File: src/rtl/uart_pkg.sv
// uart_pkg: shared types and constants for the UART receive port.
//   uart_rx_state_t : receiver FSM state encoding
//   UART_DATA_W     : width of one received character
//   ST_*            : bit positions of the status input port
//                     {5'b0, overrun, frame_err, valid}
package uart_pkg;

    typedef enum logic [1:0] {
        IDLE  = 2'd0,
        START = 2'd1,
        DATA  = 2'd2,
        STOP  = 2'd3
    } uart_rx_state_t;

    localparam int UART_DATA_W = 8;

    localparam int ST_VALID = 0;
    localparam int ST_FERR  = 1;
    localparam int ST_OVR   = 2;

endpackage

File: src/rtl/sync2.sv
// sync2: generic 1-bit two-flop synchronizer.
//   clk   : destination clock
//   reset : synchronous active-high reset; both flops go to 1 so an idle
//           (high) serial line is not seen as a transition after reset
//   d     : asynchronous input
//   q     : synchronized output, 2 cycles behind d
module sync2 (
    input  logic clk,
    input  logic reset,
    input  logic d,
    output logic q
);

    logic meta;

    always_ff @(posedge clk) begin
        if (reset) begin
            meta <= 1'b1;
            q    <= 1'b1;
        end else begin
            meta <= d;
            q    <= meta;
        end
    end

endmodule

File: src/rtl/uart_rx_port.sv
// uart_rx_port: 8N1 serial receiver feeding two processor input ports.
//   clk       : system clock, rising edge
//   reset     : synchronous active-high reset
//   rx        : asynchronous serial line, idles high
//   ack       : one-cycle pulse from an output-port write; consumes the byte
//               and clears the sticky status bits
//   data_out  : last correctly framed byte, held until the next good byte
//   valid     : unconsumed byte present in data_out
//   frame_err : sticky, last frame had a low stop bit
//   overrun   : sticky, a byte was replaced before it was acked
// CLK_DIV is the number of clocks per serial bit (even, >= 4).
module uart_rx_port
    import uart_pkg::*;
#(
    parameter int CLK_DIV = 16
) (
    input  logic                   clk,
    input  logic                   reset,
    input  logic                   rx,
    input  logic                   ack,
    output logic [UART_DATA_W-1:0] data_out,
    output logic                   valid,
    output logic                   frame_err,
    output logic                   overrun
);

    localparam int CW = $clog2(CLK_DIV);
    localparam logic [CW-1:0] HALF_M1 = CW'(CLK_DIV / 2 - 1);
    localparam logic [CW-1:0] FULL_M1 = CW'(CLK_DIV - 1);

    logic                   rx_s;
    uart_rx_state_t         state;
    logic                   armed;
    logic [CW-1:0]          cnt;
    logic [2:0]             bitn;
    logic [UART_DATA_W-1:0] shreg;

    sync2 u_sync (
        .clk   (clk),
        .reset (reset),
        .d     (rx),
        .q     (rx_s)
    );

    always_ff @(posedge clk) begin
        if (reset) begin
            state     <= IDLE;
            armed     <= 1'b0;
            cnt       <= '0;
            bitn      <= '0;
            shreg     <= '0;
            data_out  <= '0;
            valid     <= 1'b0;
            frame_err <= 1'b0;
            overrun   <= 1'b0;
        end else begin
            // ack clears first; a same-cycle stop-bit result below overrides it
            if (ack) begin
                valid     <= 1'b0;
                frame_err <= 1'b0;
                overrun   <= 1'b0;
            end

            case (state)
                IDLE: begin
                    // a line that was never seen high (break, or low out of
                    // reset) must not be decoded as a run of 0x00 bytes
                    if (rx_s) begin
                        armed <= 1'b1;
                    end else if (armed) begin
                        state <= START;
                        cnt   <= '0;
                    end
                end

                START: begin
                    // re-check the start bit at its midpoint; high means glitch
                    if (cnt == HALF_M1) begin
                        cnt <= '0;
                        if (!rx_s) begin
                            state <= DATA;
                            bitn  <= '0;
                        end else begin
                            state <= IDLE;
                        end
                    end else begin
                        cnt <= cnt + 1'b1;
                    end
                end

                DATA: begin
                    if (cnt == FULL_M1) begin
                        shreg <= {rx_s, shreg[UART_DATA_W-1:1]};
                        cnt   <= '0;
                        bitn  <= bitn + 1'b1;
                        if (bitn == 3'd7) state <= STOP;
                    end else begin
                        cnt <= cnt + 1'b1;
                    end
                end

                STOP: begin
                    if (cnt == FULL_M1) begin
                        cnt   <= '0;
                        state <= IDLE;
                        if (rx_s) begin
                            data_out <= shreg;
                            valid    <= 1'b1;
                            if (valid && !ack) overrun <= 1'b1;
                        end else begin
                            // keep the previous byte; require idle before rearming
                            frame_err <= 1'b1;
                            armed     <= 1'b0;
                        end
                    end else begin
                        cnt <= cnt + 1'b1;
                    end
                end

                default: state <= IDLE;
            endcase
        end
    end

endmodule
File: config.mk
export PLATFORM = sky130hd
export DESIGN_NAME = uart_rx_port
export DESIGN_NICKNAME = d
export VERILOG_FILES = /design/src/rtl/uart_pkg.sv /design/src/rtl/sync2.sv /design/src/rtl/uart_rx_port.sv
export SDC_FILE = /design/constraint.sdc
export NUM_CORES = 1
export LEC_CHECK = 0
export BUFFER_PORTS_ARGS = -buffer_cell sky130_fd_sc_hd__buf_2
export CAP_MARGIN = 5
export CORE_ASPECT_RATIO = 1.25
export CORE_MARGIN = 2
export CORE_UTILIZATION = 44
export CTS_BUF_LIST = sky130_fd_sc_hd__clkbuf_8
export DETAILED_ROUTE_END_ITERATION = 12
export HOLD_SLACK_MARGIN = 0.08
export PLACE_DENSITY = 0.73
export SYNTH_ARGS = -nofsm -noshare
export SYNTH_HDL_FRONTEND = slang
export SYNTH_SLANG_ARGS = --single-unit
File: constraint.sdc
create_clock -name clk -period 2.2 [get_ports clk]
set_clock_uncertainty 0.1 [all_clocks]
set_input_delay 0.11 -clock clk [delete_from_list [all_inputs] [get_ports clk]]
set_output_delay 0.11 -clock clk [all_outputs]
set_load 0.01 [all_outputs]
==> results.md, run 1 <==
Run status:
- The flow ran to the end, and the final reports show no timing, DRC or antenna violations.

Setup path:
- The count of cells along the worst register-to-register path is 5.
- STA classifies the critical path startpoint as a flop.
- The category of the critical setup timing path is reg -> reg.
- For the worst setup path, the data required time is 2300 ps.
- Data arrives at the worst endpoint at 1830 ps.
- The capture instance of the worst register-to-register path is state[0]$_SDFFE_PP0P_.
- The register-to-register path setup slack is 480 ps.
- Of all nets on the critical path, the largest fanout is 20.
- The number of buffers and inverters on the critical path is 1.
- Traced cell by cell, the critical path runs through ha_1, and4_1, buf_4, nand3_1, a31oi_1.
- The launching instance or port of the critical path is cnt[0]$_SDFFE_PP0P_.
- The worst register-to-register path begins at cnt[0]$_SDFFE_PP0P_.
- The number of cells on the critical path is 5.
- The dominant delay contributor by cell family on the critical path is flip-flops.
- The master of the slowest instance on the critical path is dfxtp_1.
- The critical path ends at state[0]$_SDFFE_PP0P_.
- The worst stage delay on the critical path is 420 ps.
- The worst setup path is captured at a flop.

Logic synthesis:
- The fraction of the yosys area taken by sequential cells is 0.4501.
- The cell count after synthesis came out at 163.
- The mean area per synthesized cell is 8.459 um2.
- The Yosys step of the flow raised 0 warnings.
- For this run, the leading register cell type out of synthesis is dfxtp_1.
- The cell taking the most area after synthesis is dfxtp_1.
- The netlist uses 31 different library cells.
- By area the synthesized netlist is led by dfxtp_1 (45%), a21oi_1 (8.3%), o21ai_0 (8.0%).
- Ranked by instance count, the synthesized netlist is headed by dfxtp_1 (31), a21oi_1 (23), o21ai_0 (22).
- The most frequently used cell type in the post-synthesis netlist is dfxtp_1.
- In the synthesized netlist the async set-or-reset flop fraction comes to 0.
- The cell area after synthesis is 0.001379 mm2.
- The count of flip-flops with a built-in enable after synthesis is 0.
- Of the post-synthesis cell area, the dominant cell type holds 0.4501.
- The flop and latch count out of synthesis is 31.
- Counting every net in the synthesized netlist gives 170.

Power:
- The worst vdd rail ir drop is 0.6182 mV.
- The power density of the placed cells is 687.4 mW/mm2.
- Summed over all cells, the static leakage comes to 0.5661 nW.

Finish:
- The cell area after layout is 0.001577 mm2.
- The multi-input combinational cell area is 694.4 um2.
- The number of antenna cells inserted is 0.
- The number of non-filler instances in the completed layout is 212.
- The layout overhead on the synthesized area is 14.34%.
- At the end of the flow, the number of nets in the layout was 182.
- Registers take 620.6 um2.
- Of the cells placed in the final design, the portion with a size suffix greater than 1 is 0.1648.
- The number of fillers in the final layout is 292.

Clock network:
- In this run the post-CTS setup repair buffer count came out at 0.
- The maximum buffer depth of the clock tree is 2.
- The worst-skew pair later-pin latency is 280 ps.
- The number of hold buffers added after cts is 2.
- The clock tree from TritonCTS is done.
- The clock buffer count from CTS is 5.
- The post-cts sizing count is 0.
- The clock-pin slew of the registers on the worst-case setup and hold paths is 60 ps.
- The level count of the clock H-tree is 2.
- The number of clock sinks is 31.
- The cell sitting at the root of the clock tree is a clkbuf_8.

Die:
- The floorplan die area is 0.003600 mm2.
- The count of pins on the block boundary is 15.
- Measured along the y axis, the die boundary spans 66.59 um.
- The total number of placement rows is 22.
- The die is 54.07 um wide.
- After floorplanning, the core was sized to cover 0.002973 mm2.
- The starting utilization of the core area is 0.4638.

Drt:
- In this run, the number of DRC markers left after iteration 0 of detailed routing was 44.
- The detailed-route wire length per cell is 13.32 um.
- Once detail routing completed, the nets flagged for antenna violations numbered 0.
- The detailed-router iteration count before antenna repair is 4.
- After detailed routing, the number of remaining DRC violations is 0.
- The vias per cell is 5.632.
- The via count is 1,194.
- The aggregate routed wire length is 2823 um.

STA:
- The hold violation count in the final report is 0.
- The final critical delay including setup and external delays is 1722 ps.
- The worst slew margin relative to its limit is 0.6027.
- The number of max-slew violations in the final report is 0.
- Setup repair after global routing left no endpoint under its margin.
- For the pin with the worst max-slew slack, the measured transition is 596.0 ps.
- The final clock period utilization by the worst path is 0.7825.
- Based on the critical path, the design can be clocked at up to 580.9 MHz.
- The worst setup slack after layout is 478.4 ps.
- The total negative slack for setup checks is 0 ps.
- The final setup violation count is 0.

Global route:
- The total grt overflow is 0.
- The number of global-route vias before repair was 1,150.
- The initial antenna violation count is 0.
- The first global-routing pass estimated 4809 um of wire.
- The largest net degree at the start of global routing is 38.
- The total routing usage reported by global routing is 0.1840.

Hold path:
- The launch instance of the worst min-delay path is reset.
- The path category of the worst min-delay check is in -> reg.

Place:
- Port buffering added 14 buffers.
- The post-place instance area is 0.001456 mm2.
- At the end of routability-driven placement, the weighted congestion stood at 0.7814.
- The number of cells in the design after placement is 202.
- The worst slack at placement is 531.6 ps.
- Detailed placement ended at an HPWL of 1883 um.

Flow run:
- The number of max-cap violations is 0.
registers in the layout (all words and copies together), names as in the netlist, named ones only:
register     flops
shreg            8
u_sync.meta      1
state            1
valid            1
u_sync.q         1
bitn             3
armed            1
cnt              4
frame_err        1
data_out         8
overrun          1
layout by cell type, fill, tap and decap left out, types with 3 or more instances in the layout:
| cell type | n |
|---|---|
| ha_1 | 3 |
| o21ai_0 | 22 |
| buf_4 | 3 |
| nand2b_1 | 4 |
| nor2_1 | 6 |
| dfxtp_1 | 31 |
| a21oi_1 | 23 |
| nor2b_1 | 5 |
| buf_2 | 14 |
| nand3b_1 | 4 |
| nand4_1 | 3 |
| nand3_1 | 19 |
| mux2i_1 | 3 |
| a31oi_1 | 4 |
| clkbuf_8 | 7 |
| nand2_1 | 5 |
through the flow:
stage | total power [mW] | hold WS [ps] | utilization
final | 1.084 | 225.2 | 0.5303
after detailed placement | 0.6162 | 201.3 | 0.4899
after global placement | 0.6145 | 197.9 | 0.4899
after global routing | 1.121 | 257.6 | 0.5303
after floorplan | 0.6070 | 89.31 | -
after CTS | 1.098 | 217.0 | 0.5303
final cells by class:
class	count	area share
flip-flops and latches	31	0.3937
multi-input cells	117	0.4405
well taps	36	0.02857
clock inverters	1	0.002381
clock buffers	7	0.06111
inverters	1	0.002381
repair buffers	19	0.07143
power by group:
part | leakage (nW) | total (mW) | switching, mW | internal, mW
Sequential | 0.251 | 0.572 | 0.00631 | 0.566
Combinational | 0.260 | 0.0343 | 0.0208 | 0.0135
Clock | 0.0557 | 0.477 | 0.197 | 0.280
Total | 0.566 | 1.08 | 0.224 | 0.860
worst min-delay path by stage:
stage	to	cells past startpoint	slack, ps
after floorplan	overrun$_SDFF_PP0_	1	90
after global placement	u_sync.meta$_SDFF_PP1_	2	200
after detailed placement	u_sync.meta$_SDFF_PP1_	2	200
after CTS	valid$_SDFF_PP0_	2	220
after global routing	valid$_SDFF_PP0_	2	260
final	valid$_SDFF_PP0_	2	230
metal layers:
| metal | up-vias | global-route usage | wire [um] |
|---|---|---|---|
| met5 | - | 0 | 0 |
| met3 | 4 | 0.06054 | 88 |
| met2 | 17 | 0.3216 | 1423 |
| met1 | 562 | 0.1972 | 1266 |
| met4 | 0 | 0.07500 | 45 |
| li1 | 611 | - | - |
cell families after synthesis:
family / Yosys count / synth area share
mux: 3 / 0.02178
fa+ha+maj: 3 / 0.02723
compound gates: 54 / 0.2160
buf+inv: 15 / 0.04628
xor+xnor: 1 / 0.006353
simple gates: 56 / 0.2323
flops: 31 / 0.4501
No activity file was read; power rests on OpenSTA's default activity.
==> inputs of run 2 (changes only) <==
--- a/config.mk
+++ b/config.mk
@@ -13,7 +13,7 @@
 export CTS_BUF_LIST = sky130_fd_sc_hd__clkbuf_8
 export DETAILED_ROUTE_END_ITERATION = 12
 export HOLD_SLACK_MARGIN = 0.08
-export PLACE_DENSITY = 0.73
+export PLACE_DENSITY = 0.75
 export SYNTH_ARGS = -nofsm -noshare
 export SYNTH_HDL_FRONTEND = slang
 export SYNTH_SLANG_ARGS = --single-unit
==> constraint.sdc (replaced) <==
create_clock -name clk -period 1.4 [get_ports clk]
set_clock_uncertainty 0.1 [all_clocks]
set_input_delay 0.07 -clock clk [delete_from_list [all_inputs] [get_ports clk]]
set_output_delay 0.07 -clock clk [all_outputs]
set_load 0.01 [all_outputs]
==> run 2 against run 1 <==
Against the previous run: the run now ends with setup timing left; global-route usage increased by 2.9 points; critical path depth decreased by 2; die area unchanged; total power increased by 75%; count of clock-buffer cells in the layout decreased by 1; sequential share of layout area decreased by 2.9 points; wire length increased by 18%; first-iteration DRC count increased by 100%; cell count increased by 5.7%; largest cell class unchanged; largest power group is now clock.
==> results.md, run 2 (synthesis results as in run 1) <==
Run status:
- The flow ran to the end, but the final reports show violations.
- The final reports fail on setup timing.

Finish:
- The largest registers in the layout are data_out (8), shreg (8), cnt (4).
- The most common cell after layout, fill and taps aside is dfxtp_1.
- The repair_antennas step left the layout with diodes totalling 0.
- The share of post-route cells with drive strength above 1 is 0.2660.
- The number of non-filler instances in the completed layout is 224.
- After the last flow step, the layout net total stands at 194.
- The top cell types in the final layout, fill and taps aside, are dfxtp_1 (26), a21oi_1 (23), nand3_1 (19), o21ai_1 (15), buf_2 (14).
- The layout overhead on the synthesized area is 25.14%.

Die:
- The area inside the core boundary is 0.002973 mm2.
- The total number of placement rows is 22.
- During I/O placement, the number of pins put on the boundary was 15.
- The starting utilization of the core area is 0.4638.
- From bottom edge to top edge, the die measures 66.59 um.
- The width of the die is 54.07 um.
- The die covers 0.003600 mm2.

Global route:
- The total routing usage reported by global routing is 0.2127.
- The total grt overflow is 0.
- The initial antenna violation count was 0.
- Entering global routing, the biggest net connects 22 pins.
- The first global-routing pass estimated 5664 um of wire.
- The number of global-route vias before repair is 1,291.

Flow run:
- The number of max-cap violations is 0.

STA:
- The worst setup slack after layout is -38.46 ps.
- For the final routed database, the setup TNS stands at -63.74 ps.
- The slew at the pin with the worst max-slew slack is 301.6 ps.
- The number of max-slew violations in the final report is 0.
- Setup repair after global routing could not meet its margin everywhere.
- Dividing the final minimum period by the clock period gives 1.027.
- The hold violation count in the final report is 0.
- The final critical delay including setup and external delays is 1438 ps.
- Derived from the worst setup path, the maximum achievable clock frequency is 695.2 MHz.
- Setup violations remaining at the end of the flow were counted as 3.
- In this run the tightest slew margin relative to its limit is 0.7982.

Clock network:
- The clock-pin slew of the registers on the worst-case setup and hold paths is 70 ps.
- The maximum buffer depth of the clock tree is 2.
- The buffer type at the clock tree root is clkbuf_8.
- The number of clock sinks is 31.
- The H-tree was split into 2 levels.
- The worst-skew pair later-pin latency is 290 ps.
- The number of clock buffers added by TritonCTS is 5.
- The clock tree from TritonCTS is done.

Drt:
- The pre-antenna-repair detailed-routing pass consisted of 5 iterations.
- For this block, the via count after detailed routing is 1,320.
- The detail route stage leaves a number of antenna-violating nets equal to 0.
- The aggregate routed wire length is 3332 um.
- After detailed routing, the number of vias per cell comes to 5.893.
- In the final routed layout, each cell accounts on average for 14.88 um.
- In the routed design, unresolved DRC markers number 0.
- For this block, the initial DRC count from the detailed router was 89.

Place:
- In this run, placement finished with an instance count of 211.
- The HPWL after detailed placement is 2109 um.
- The worst slack at placement is -59.64 ps.
- Routability-driven placement finished with a final weighted congestion of 0.8226.
- The number of buffers added on ports is 14.

Power:
- The design draws 1.892 mW.
- The reported net switching power is 0.3938 mW.
- The reported leakage power is 0.6385 nW.
- The net switching share of the total power is 0.2082.
- The internal power contribution is 1.498 mW.
- The worst vdd rail ir drop is 0.7522 mV.
- Of the total power, the clock network draws 0.486.
- Of the total power, combinational logic draws 0.042.
- The part of the power in registers is 0.473.
- The power density of the placed cells is 1096 mW/mm2.

Setup path:
- Along the worst path, the maximum fanout reaches 3.
- The worst setup path is launched from a flop.
- The data arrival time of the critical path is 1540 ps.
- The critical path goes through or4b_4, a21oi_4, mux2i_1.
- The kind of end point of the critical path is a flop.
- The largest individual stage delay along the critical path comes from the cell or4b_4.
- The critical path is of the reg -> reg type.
- In this design, the stage delay of the slowest critical-path cell is 540 ps.
- The required time reported for the critical path endpoint is 1510 ps.

Hold path:
- The path category of the worst min-delay check is reg -> reg.
## run 2: cell count changes in the layout (fill, tap and decap cells not counted), moves of 2 or more
cell,previous run,this run
buf_4,3,13
o21ai_1,0,15
o21ai_0,22,7
dfxtp_2,0,4
dfxtp_1,31,26
and4_4,0,2
## run 2: path summary, 6_finish.rpt
path	startpoint	to	slack, ps	cells past startpoint
min	u_sync.meta$_SDFF_PP1_	u_sync.q$_SDFF_PP1_	320	1
min reg2reg	u_sync.meta$_SDFF_PP1_	u_sync.q$_SDFF_PP1_	320	1
max	u_sync.q$_SDFF_PP1_	bitn[2]$_SDFFE_PP0P_	-40	3
max reg2reg	u_sync.q$_SDFF_PP1_	bitn[2]$_SDFFE_PP0P_	-40	3
## run 2: power groups by stage
stage / clock [mW] / sequential [mW] / combinational (mW)
5_1_grt: 0.964 / 0.895 / 0.0846
3_5_place_dp: 0 / 0.914 / 0.0664
2_1_floorplan: 0 / 0.914 / 0.0420
6_report: 0.918 / 0.894 / 0.0787
3_3_place_gp: 0 / 0.913 / 0.0654
4_1_cts: 0.927 / 0.894 / 0.0763
## run 2: area by class of cell
type / count / area, um2
clock buffer: 6 / 82.58
clock inverter: 2 / 35.03
fill: 267 / 1247
inverter: 1 / 3.754
multi-input combinational: 118 / 732.0
sequential: 31 / 629.4
tap: 36 / 45.04
timing repair buffer: 30 / 197.7
## run 2: worst max-delay path, delay by kind of cell (launching register included)
family	cells	cell delay, ps
and+or+nand+nor	1	540
DFF	1	320
muxes	1	210
AOI/OAI and AO/OA	1	190
## run 2: metrics by stage
| step | util | area, um2 | hold slack [ps] |
|---|---|---|---|
| after floorplan | - | 1429 | 49.31 |
| after global placement | 0.5219 | 1551 | 155.4 |
| after detailed placement | 0.5219 | 1551 | 164.3 |
| after CTS | 0.5762 | 1713 | 315.0 |
| after global routing | 0.5804 | 1725 | 332.5 |
| final | 0.5804 | 1725 | 317.3 |
## run 2: routing by layer
metal / vias to the layer above / track usage / part of all wire
met1: 638 / 0.2462 / 0.41
met3: 4 / 0.06278 / 0.053
met4: 0 / 0.1000 / 0.0036
li1: 638 / - / -
met5: - / 0 / 0
met2: 40 / 0.3506 / 0.54
## run 2: what timing repair did
action / CTS / global route
setup buffers: 1 / 0
resized for setup: 4 / 7
pin swaps: 0 / 4
setup endpoints to repair: 6 / 20
hold buffers: 3 / 0
gates cloned: 0 / 1
endpoints found under the hold margin: 12 / 0
==> inputs of run 3 (changes only) <==
--- a/config.mk
+++ b/config.mk
@@ -5,6 +5,7 @@
 export SDC_FILE = /design/constraint.sdc
 export NUM_CORES = 1
 export LEC_CHECK = 0
+export ABC_AREA = 1
 export BUFFER_PORTS_ARGS = -buffer_cell sky130_fd_sc_hd__buf_2
 export CAP_MARGIN = 5
 export CORE_ASPECT_RATIO = 1.25
==> run 3 against run 2 <==
Against the previous run: the run now ends clean; count of clock-buffer cells in the layout grew 1; die area is 7.6% lower; largest power group is now registers; via count shrank 7.2%; flip-flop and latch count is the same; synthesized cell count is 4.3% higher.
==> results.md, run 3 <==
Run status:
- The run finished with clean final reports.

Finish:
- The final-stage net count is 212.
- After filler insertion, the fill cell instance count of the layout stands at 238.
- 0 antenna diodes ended up in the layout.
- The layout overhead on the synthesized area is 33.00%.
- The most common cell after layout, fill and taps aside is nor2_1.
- Once layout is complete, the utilization of the core stands at 0.6223.
- Of the cells placed in the final design, the portion with a size suffix greater than 1 is 0.3058.
- With fillers left out, the area of the finished cells amounts to 0.001684 mm2.
- The largest registers in the layout are data_out (8), shreg (8), cnt (4).
- In the layout the commonest cells are nor2_1 (41), nand2_1 (28), dfxtp_1 (25), o21ai_0 (14), buf_2 (14).

Logic synthesis:
- The synthesized design spends more area on one cell type than any other, namely dfxtp_1.
- The area share of and/or/nand/nor cells after synthesis is 0.3083.
- The main combinational cell family by area after synthesis is simple AND/OR/NAND/NOR gates.
- The post-synthesis compound-gate area fraction is 0.1225.
- The share of flip-flops with an asynchronous set or reset is 0.
- The portion of synthesized area spent on multiplexers is 0.
- The Yosys step of the flow raised 0 warnings.
- The xor-xnor portion of the synthesized cell area is 0.
- The synthesized netlist net count is 177.
- In the post-synthesis netlist, the biggest area contributors are dfxtp_1 (49%), nor2_1 (13%), nand2_1 (9.8%).
- The fraction of the yosys area taken by sequential cells is 0.4901.
- The count of mapped cells out of synthesis is 170.
- The share of synthesized area in the top cell type comes to 0.4901.
- In the post-synthesis netlist, the cell with the most instances is nor2_1.
- Of the total synthesized cell area, the portion taken by full adders, half adders and majority gates is 0.02964.
- The count of cell types in the netlist is 19.
- Averaged over all synthesized cells, the footprint is 7.448 um2.
- The cell area after synthesis is 0.001266 mm2.
- Ranked by instance count, the synthesized netlist is headed by nor2_1 (43), nand2_1 (33), dfxtp_1 (31).
- For this run, the leading register cell type out of synthesis is dfxtp_1.
- The count of flip-flops with a built-in enable after synthesis is 0.
- The flop and latch count out of synthesis is 31.

Power:
- The worst vdd rail ir drop is 1.050 mV.
- The reported leakage power is 0.7715 nW.
- The power density of the placed cells is 1142 mW/mm2.
- The total chip power is 1.923 mW.

Die:
- The initial utilization of the core area, before any placement, comes to 0.4679.
- The width of the die is 51.98 um.
- The die is 63.98 um tall.
- The floorplan die area is 0.003325 mm2.
- The floorplan has 21 rows.
- The region available for standard cell placement spans 0.002706 mm2.
- Pin placement for this block handled 15 I/O pins.

Place:
- During placement, the flow inserted port buffers numbering 14.
- The placer congestion estimate is 0.8536.
- Summed over all nets, the half-perimeter wirelength after detailed placement is 1967 um.
- The placed instances occupy a cell area of 0.001461 mm2.

STA:
- Timing would allow up to 718.2 MHz.
- The number of max-slew violations in the final report came to 0.
- The final clock period utilization by the worst path is 0.9945.
- The worst slew margin relative to its limit is 0.8218.
- Setup violations remaining at the end of the flow were counted as 0.
- Counting I/O delays and the setup requirement, the final critical path takes 1392 ps.
- The worst hold margin is 328.8 ps.
- The hold violation count in the final report is 0.
- For the pin with the worst max-slew slack, the measured transition is 265.3 ps.
- Setup repair after global routing could not meet its margin everywhere.
- Adding up every negative setup slack in the final design gives 0 ps.

Global route:
- The total routing usage reported by global routing is 0.2102.
- The global routing met3 resource utilization is 0.06542.
- The number of global-route vias before repair was 1,235.
- The layer flagged by global routing as most heavily used is met2.
- For met2 alone, demand over resource in global routing was 0.3608.
- Entering global routing, the biggest net connects 25 pins.
- After global routing the overflow that remains totals 0.
- The first global-routing pass estimated 5175 um of wire.
- The global routing met1 resource utilization is 0.2237.
- The initial antenna violation count came to 0.

Setup path:
- The startpoint identified for the worst register-to-register timing path is cnt[2]$_SDFFE_PP0P_.
- The data arrival time of the critical path is 1470 ps.
- The required time reported for the critical path endpoint is 1480 ps.
- The category of the critical setup timing path is reg -> reg.
- STA classifies the critical path endpoint as a flop.
- Along the worst path, the maximum fanout reaches 10.
- The number of cells on the worst reg-to-reg path is 6.
- The launching instance or port of the critical path is cnt[2]$_SDFFE_PP0P_.
- STA classifies the critical path startpoint as a flop.

Drt:
- Detailed routing inserted a total of 1,225 vias.
- The initial detailed-routing violation count is 45.
- The detail route stage leaves a number of antenna-violating nets equal to 0.
- After detailed routing, the number of remaining DRC violations is 0.
- Before antenna repair, the detailed router went through 5 iterations.
- The aggregate routed wire length is 2966 um.
- Dividing the detail-routed wire length by the instance count gives 12.36 um.
- The vias per cell is 5.104.

Clock network:
- The maximum buffer depth of the clock tree is 2.
- The tree built by TritonCTS fans out to 31 sinks.
- The level count of the clock H-tree is 2.
- Clock latency on the worst-skew pair, taken at its later pin, is 290 ps.
- The clock tree from TritonCTS is done.
- The buffer type at the clock tree root is clkbuf_8.
- Clock-pin slew was measured on the worst setup and hold paths at 60 ps.
- In this run, CTS created clock tree buffers numbering 5.

Hold path:
- The worst hold path begins at u_sync.meta$_SDFF_PP1_.
- Along the worst hold path, the cell count comes to 1.
- The path category of the worst min-delay check is reg -> reg.

Flow run:
- The number of max-cap violations is 0.
[run 3: kinds of logic after synthesis]
logic type | count (synthesis)
AOI/OAI and AO/OA | 28
adders and majority gates | 3
buffers and inverters | 16
DFF | 31
and+or+nand+nor | 92
[run 3: timing repair]
action | in CTS | in global routing
endpoints found under the hold margin | 9 | 0
setup endpoints to repair | 15 | 19
cloned | 0 | 0
setup buffers | 2 | 2
hold buffers | 3 | 0
pin swaps | 3 | 5
gates resized for setup | 7 | 16
[run 3: per-layer routing]
| layer | vias up | wire length, um |
|---|---|---|
| li1 | 614 | - |
| met1 | 564 | 1201 |
| met2 | 40 | 1528 |
| met3 | 7 | 162 |
| met4 | 0 | 74 |
| met5 | - | 0 |
[run 3: report_power, final]
group          internal, mW  total (mW)  switching (mW)
registers             0.908       0.934          0.0266
clock network         0.441       0.770           0.329
logic                0.0944       0.219           0.125
total                  1.44        1.92           0.480
[run 3: final cells by class]
type | count | area, um2 | area share
clock buffers | 7 | 96.34 | 0.05721
clock inverters | 1 | 3.754 | 0.002229
inverters | 14 | 55.05 | 0.03269
multi-input cells | 123 | 644.4 | 0.3826
flip-flops and latches | 31 | 628.1 | 0.3730
well taps | 34 | 42.54 | 0.02526
repair buffers | 30 | 214.0 | 0.1270
[run 3: per-stage QoR]
step	setup WS, ps	instances
after CTS	4.156	238
after global placement	-29.83	225
after detailed placement	-52.59	225
after global routing	-78.94	240
final	7.664	240
after floorplan	3.585	170
[run 3: worst max-delay path: stages, from the launching register on]
cell and delay, ps:
dfxtp_1 460, nand3_2 170, nor3_4 180, buf_12 150
inv_4 60, nor2_1 110, nor2_1 60
[run 3: final timing paths]
kind | to | slack (ps)
worst max register to register | data_out[1]$_SDFFE_PP0P_ | 8
worst min register to register | u_sync.q$_SDFF_PP1_ | 330
worst min-delay path | u_sync.q$_SDFF_PP1_ | 330
worst max-delay path | data_out[1]$_SDFFE_PP0P_ | 8
